`src/rtl/result_bus_arbiter_pkg.sv`:
```
// Shared definitions for the result bus arbiter and the stations that snoop the result bus.
package result_bus_arbiter_pkg;

   // Default lane field widths, so the stations and the arbiter pack the bus the same way.
   localparam int unsigned DEFAULT_SIZE               = 32;
   localparam int unsigned DEFAULT_STATION_COUNT      = 4;
   localparam int unsigned DEFAULT_STATION_INDEX_SIZE = 2;
   localparam int unsigned DEFAULT_BUS_COUNT          = 1;

   // Width of one packed bus lane: valid bit, source index and value.
   function automatic int lane_width(input int size, input int index_size);
      return 1 + index_size + size;
   endfunction

   // Increment an index modulo count, so STATION_COUNT need not be a power of two.
   function automatic int wrap_inc(input int idx, input int count);
      if (idx + 1 >= count) begin
         return 0;
      end
      return idx + 1;
   endfunction

endpackage

```
`src/rtl/result_bus_arbiter_round_robin_picker.sv`:
```
// Combinational round-robin picker: returns the first PICK_COUNT set request bits, scanning
// from pointer upwards with wrap-around at WIDTH. Pick k goes to output slot k.
module round_robin_picker
   import result_bus_arbiter_pkg::*;
#(
   parameter int WIDTH      = 4,
   parameter int PICK_COUNT = 1,
   parameter int INDEX_SIZE = 2
) (
   input  logic [WIDTH-1:0]                 request,
   input  logic [INDEX_SIZE-1:0]            pointer,
   output logic [PICK_COUNT-1:0]            pick_valid,
   output logic [INDEX_SIZE*PICK_COUNT-1:0] pick_index
);

   int   taken;
   int   pos;
   logic hit;

   // Walk the rotated request vector and hand out picks in scan order.
   always_comb begin
      pick_valid = '0;
      pick_index = '0;
      taken      = 0;
      pos        = 0;
      hit        = 1'b0;
      for (int off = 0; off < WIDTH; off++) begin
         pos = int'(pointer) + off;
         if (pos >= WIDTH) begin
            pos = pos - WIDTH;
         end
         hit = 1'b0;
         // Constant-index select keeps the request lookup free of wide dynamic indices.
         for (int s = 0; s < WIDTH; s++) begin
            if (s == pos) begin
               hit = request[s];
            end
         end
         if (hit) begin
            for (int k = 0; k < PICK_COUNT; k++) begin
               if (k == taken) begin
                  pick_valid[k]                            = 1'b1;
                  pick_index[k*INDEX_SIZE +: INDEX_SIZE] = INDEX_SIZE'(pos);
               end
            end
            taken = taken + 1;
         end
      end
   end

endmodule

```
`src/rtl/result_bus_arbiter.sv`:
```
// Result bus arbiter: grants up to BUS_COUNT ready reservation stations per cycle in
// round-robin order, releases them and broadcasts their results on a registered bus.
module result_bus_arbiter
   import result_bus_arbiter_pkg::*;
#(
   parameter int SIZE               = DEFAULT_SIZE,
   parameter int STATION_COUNT      = DEFAULT_STATION_COUNT,
   parameter int STATION_INDEX_SIZE = DEFAULT_STATION_INDEX_SIZE,
   parameter int BUS_COUNT          = DEFAULT_BUS_COUNT
) (
   input  logic                                  clock,
   input  logic                                  reset,
   input  logic                                  flush,
   input  logic [STATION_COUNT-1:0]              station_ready,
   input  logic [SIZE*STATION_COUNT-1:0]         station_result,
   output logic [STATION_COUNT-1:0]              station_release,
   output logic [BUS_COUNT-1:0]                  bus_asserted,
   output logic [STATION_INDEX_SIZE*BUS_COUNT-1:0] bus_source,
   output logic [SIZE*BUS_COUNT-1:0]             bus_value
);

   localparam int IW = STATION_INDEX_SIZE;

   logic [IW-1:0]           rr_ptr_q;
   logic [IW-1:0]           rr_ptr_d;
   logic [BUS_COUNT-1:0]    pick_valid;
   logic [IW*BUS_COUNT-1:0] pick_index;
   logic [SIZE*BUS_COUNT-1:0] lane_value;
   logic                    grant_en;

   logic [BUS_COUNT-1:0]      bus_asserted_q;
   logic [IW*BUS_COUNT-1:0]   bus_source_q;
   logic [SIZE*BUS_COUNT-1:0] bus_value_q;

   // Releases must stay low while reset is held, even though reset is asynchronous.
   assign grant_en = ~flush & reset;

   round_robin_picker #(
      .WIDTH      (STATION_COUNT),
      .PICK_COUNT (BUS_COUNT),
      .INDEX_SIZE (IW)
   ) u_picker (
      .request    (station_ready),
      .pointer    (rr_ptr_q),
      .pick_valid (pick_valid),
      .pick_index (pick_index)
   );

   // Decode each lane's pick into a one-cycle release pulse for the granted station.
   always_comb begin
      station_release = '0;
      for (int k = 0; k < BUS_COUNT; k++) begin
         for (int s = 0; s < STATION_COUNT; s++) begin
            if (grant_en && pick_valid[k] && (pick_index[k*IW +: IW] == IW'(s))) begin
               station_release[s] = 1'b1;
            end
         end
      end
   end

   // Route the granted station's result onto each lane.
   always_comb begin
      lane_value = '0;
      for (int k = 0; k < BUS_COUNT; k++) begin
         for (int s = 0; s < STATION_COUNT; s++) begin
            if (pick_index[k*IW +: IW] == IW'(s)) begin
               lane_value[k*SIZE +: SIZE] = station_result[s*SIZE +: SIZE];
            end
         end
      end
   end

   // Advance the pointer past the last (highest-lane) grant; hold on flush or no grant.
   always_comb begin
      rr_ptr_d = rr_ptr_q;
      if (grant_en) begin
         for (int k = 0; k < BUS_COUNT; k++) begin
            if (pick_valid[k]) begin
               rr_ptr_d = IW'(wrap_inc(int'(pick_index[k*IW +: IW]), STATION_COUNT));
            end
         end
      end
   end

   // Round-robin pointer register.
   always_ff @(posedge clock or negedge reset) begin
      if (!reset) begin
         rr_ptr_q <= '0;
      end else begin
         rr_ptr_q <= rr_ptr_d;
      end
   end

   // Bus registers: ungranted lanes drop valid and keep stale source/value.
   always_ff @(posedge clock or negedge reset) begin
      if (!reset) begin
         bus_asserted_q <= '0;
         bus_source_q   <= '0;
         bus_value_q    <= '0;
      end else if (flush) begin
         bus_asserted_q <= '0;
      end else begin
         bus_asserted_q <= pick_valid;
         for (int k = 0; k < BUS_COUNT; k++) begin
            if (pick_valid[k]) begin
               bus_source_q[k*IW +: IW]     <= pick_index[k*IW +: IW];
               bus_value_q[k*SIZE +: SIZE] <= lane_value[k*SIZE +: SIZE];
            end
         end
      end
   end

   assign bus_asserted = bus_asserted_q;
   assign bus_source   = bus_source_q;
   assign bus_value    = bus_value_q;

endmodule

```
`config.mk`:
```
export PLATFORM = sky130hd
export DESIGN_NAME = result_bus_arbiter
export DESIGN_NICKNAME = d
export VERILOG_FILES = /design/src/rtl/result_bus_arbiter_pkg.sv /design/src/rtl/result_bus_arbiter_round_robin_picker.sv /design/src/rtl/result_bus_arbiter.sv
export SDC_FILE = /design/constraint.sdc
export NUM_CORES = 1
export LEC_CHECK = 0
export CORE_AREA = 5 5 105 107
export CTS_BUF_LIST = sky130_fd_sc_hd__clkbuf_4
export DETAILED_ROUTE_END_ITERATION = 12
export DIE_AREA = 0 0 110 112
export GPL_ROUTABILITY_DRIVEN = 0
export PLACE_DENSITY = 0.69
export SYNTH_ARGS = -nofsm -noshare
export SYNTH_HDL_FRONTEND = slang
export SYNTH_SLANG_ARGS = --single-unit
```
`constraint.sdc`:
```
create_clock -name clock -period 3.2 [get_ports clock]
set_input_delay 0.32 -clock clock [delete_from_list [all_inputs] [get_ports clock]]
set_output_delay 0.32 -clock clock [all_outputs]
set_load 0.1 [all_outputs]
```
==> reports/metrics.yaml <==
status:
  status: "finished with violations"
  violations: "setup timing"
synth:
  yosysWarningCount: 0
  yosysMostFrequentCell: "dfrtp_1"
  ys_seq_area_share_pct: 31.6
  syn_area_sq_mm: 0.00293
  synth_cell_types: 35
  synthCells: 328
  synth_top_area_cell: "dfrtp_1"
  synth_seq_cells: 37
  synth_flop_cell: "dfrtp_1"
  synth_common_cells: "37 x dfrtp_1, 36 x a21oi_1, 36 x nor2b_1, 35 x a21oi_2"
  synthTopCellsByArea: "dfrtp_1 32%, a21oi_2 10%, a221oi_1 9.3%, nor2b_1 7.7%, a21oi_1 6.2%"
  synth_edf_count: 0
  syn_avg_cell_area_sq_um: 8.93
  syn-num-nets: 476
  async_flop_share_pct: 100
  yosysTopAreaCellShare_pct: 31.6
floorplanning:
  floorplan.initialDensity_pct: 29.1
  ios: 174
  die_x_microns: 110
  die_h_microns: 112
  die-area_sq_mm: 0.0123
  core_area_sq_mm: 0.0100
  num_rows: 37
critical_path:
  cp.arrival_ns: 2.96
  rr_endpoint: "bus_value[6]"
  path_cells: "buf_6 -> ha_4 -> nand3b_1 -> a211oi_4 -> and3b_2 -> a211oi_4 -> buf_6 -> inv_6 -> ha_4 -> buf_12 -> and3_4 -> buf_12"
  endpoint_kind: "output port"
  ff2ff_setup_slack_ns: -0.02
  cp.required_ns: 2.88
  r2r_cells: 17
  path_class: "reg2out"
  crit_slowest_cell: "dfrtp_2"
  critical_path.startpoint_type: "register"
  r2r_start: "rr_ptr_q[0]"
  cp_max_fo: 7
  slowest_delay_ns: 0.47
clock_network:
  clockBufferDepth: 2
  cts_tree: "done"
  clkSinkCount: 37
  clock-root-buffer: "clkbuf_4"
  clk_pin_slew_ns: 0.12
  cts_made_buffers: 5
  clk_latency_ns: 0.34
  h-tree-depth: 2
sta:
  min_period_over_period_pct: 102
  worst_pin_slew_ns: 1.02
  fmax_mhz: 305
  slew_viol_final: 0
  finalCriticalPeriod_ns: 3.28
  hold_viol_final: 0
  finClkSkew_ns: 0.00399
  setup_viol: 8
  rsz0062_at_grt: "true"
  layout_setup_ws_ns: -0.0757
  hold_slack_ns: 0.191
  relSlewSlack_pct: 31.8
drt:
  post_drt_wl_per_cell_microns: 17.6
  drt_iter0_drc: 118
  drc_errors: 0
  routed_wl_mm: 11.7
  vias: 3331
  avgViaCountPerCell: 4.99
  antenna_left: 0
  dr.pass1.iters: 4
grt:
  grt_pass1_wl_mm: 17.4
  grt_pass1_vias: 3389
  grt_max_degree: 35
  grt_util_all_layers_pct: 17.8
  grt_overflow: 0
  antenna_found_initial: 0
layout:
  nNetsFinal: 678
  fin_area_sq_mm: 0.00573
  areaGrowthSynthToFinish_pct: 95.9
  drive_gt1_share_pct: 35.0
  fin_util_pct: 57.1
  n_antenna_cell: 0
  fillers: 903
place:
  port_buffers: 173
  dp_slack_ns: -0.174
  place_area_sq_mm: 0.00500
  dp_hpwl_mm: 8.17
flow_run:
  max_cap_violations: 0
min_path:
  worstHoldPathType: "in2async"
==> cells by family after synthesis <==
kind of cell               synth area share (%)
and+or+nand+nor                            23.5
AOI/OAI and AO/OA                          31.1
DFF                                        31.6
buffers and inverters                      7.82
adders and majority gates                  5.56
muxes                                     0.385
==> metrics by stage <==
step	cells	setup TNS, ns
after floorplan	328	-0.0241
after global placement	637	-0.126
after detailed placement	637	-3.60
after CTS	661	-0.358
after global routing	667	-3.78
final	667	-0.236
==> how the worst max path moves through the flow <==
stage	start	end	slack [ns]	cells past startpoint
2_1_floorplan	rr_ptr_q[1]	station_release[3]	-0.02	12
3_3_place_gp	station_ready[1]	station_release[2]	-0.06	12
6_report	rr_ptr_q[0]	station_release[2]	-0.08	12
3_5_place_dp	station_ready[1]	bus_value[12]	-0.17	14
4_1_cts	rr_ptr_q[0]	station_release[2]	-0.10	13
5_1_grt	rr_ptr_q[0]	station_release[1]	-0.21	12
==> metal layers <==
layer	up-vias	wire length [microns]	track usage (%)
met3	10	723	3.59
li1	1613	-	-
met1	1607	4640	21.4
met5	-	0	0
met4	0	112	2.58
met2	101	6270	32.8
==> cell usage in the layout (no fill, tap or decap), types with 11 or more instances in the layout <==
cell type,instances
buf_6,11
clkdlybuf4s50_1,167
nor2_1,20
nor2b_1,35
nor2_2,15
a221oi_2,24
buf_4,31
nor3_1,26
a21oi_2,41
buf_12,11
dfrtp_1,35
a21oi_1,30
==> state kept, by name, indices dropped and copies added (netlist names) <==
| register | count |
|---|---|
| bus_source | 2 |
| rr_ptr_q | 2 |
| bus_asserted | 1 |
| bus_value | 32 |
==> critical path, delay by kind of cell, from the launching register on <==
| kind | cells | cell delay (ns) |
|---|---|---|
| buffers and inverters | 5 | 0.61 |
| adder cells (fa/ha/maj) | 2 | 0.33 |
| AO/OA/AOI/OAI | 2 | 0.59 |
| flip-flops | 1 | 0.47 |
| AND/OR/NAND/NOR | 3 | 0.62 |
==> cell type report <==
type                            instances  area (sq um)  area share (%)
Clock inverter                          2          33.8           0.589
Multi-Input combinational cell        257          2210            38.6
Inverter                                5          28.8           0.502
Tap cell                              136           170            2.97
Timing Repair Buffer                  224          2320            40.4
Clock buffer                            6          45.0           0.786
Sequential cell                        37           928            16.2
==> repair_timing <==
item                       4_1_cts  5_1_grt
setup endpoints to repair       36       37
gates cloned                     2        1
hold endpoints to repair         8        0
gates resized for setup         44       44
hold buffers                     1        0
buffers inserted                13        6
pin swaps                       10       17
Power is not shown: default switching activity piles up to over one toggle a cycle in this logic, so the estimate is an artifact.
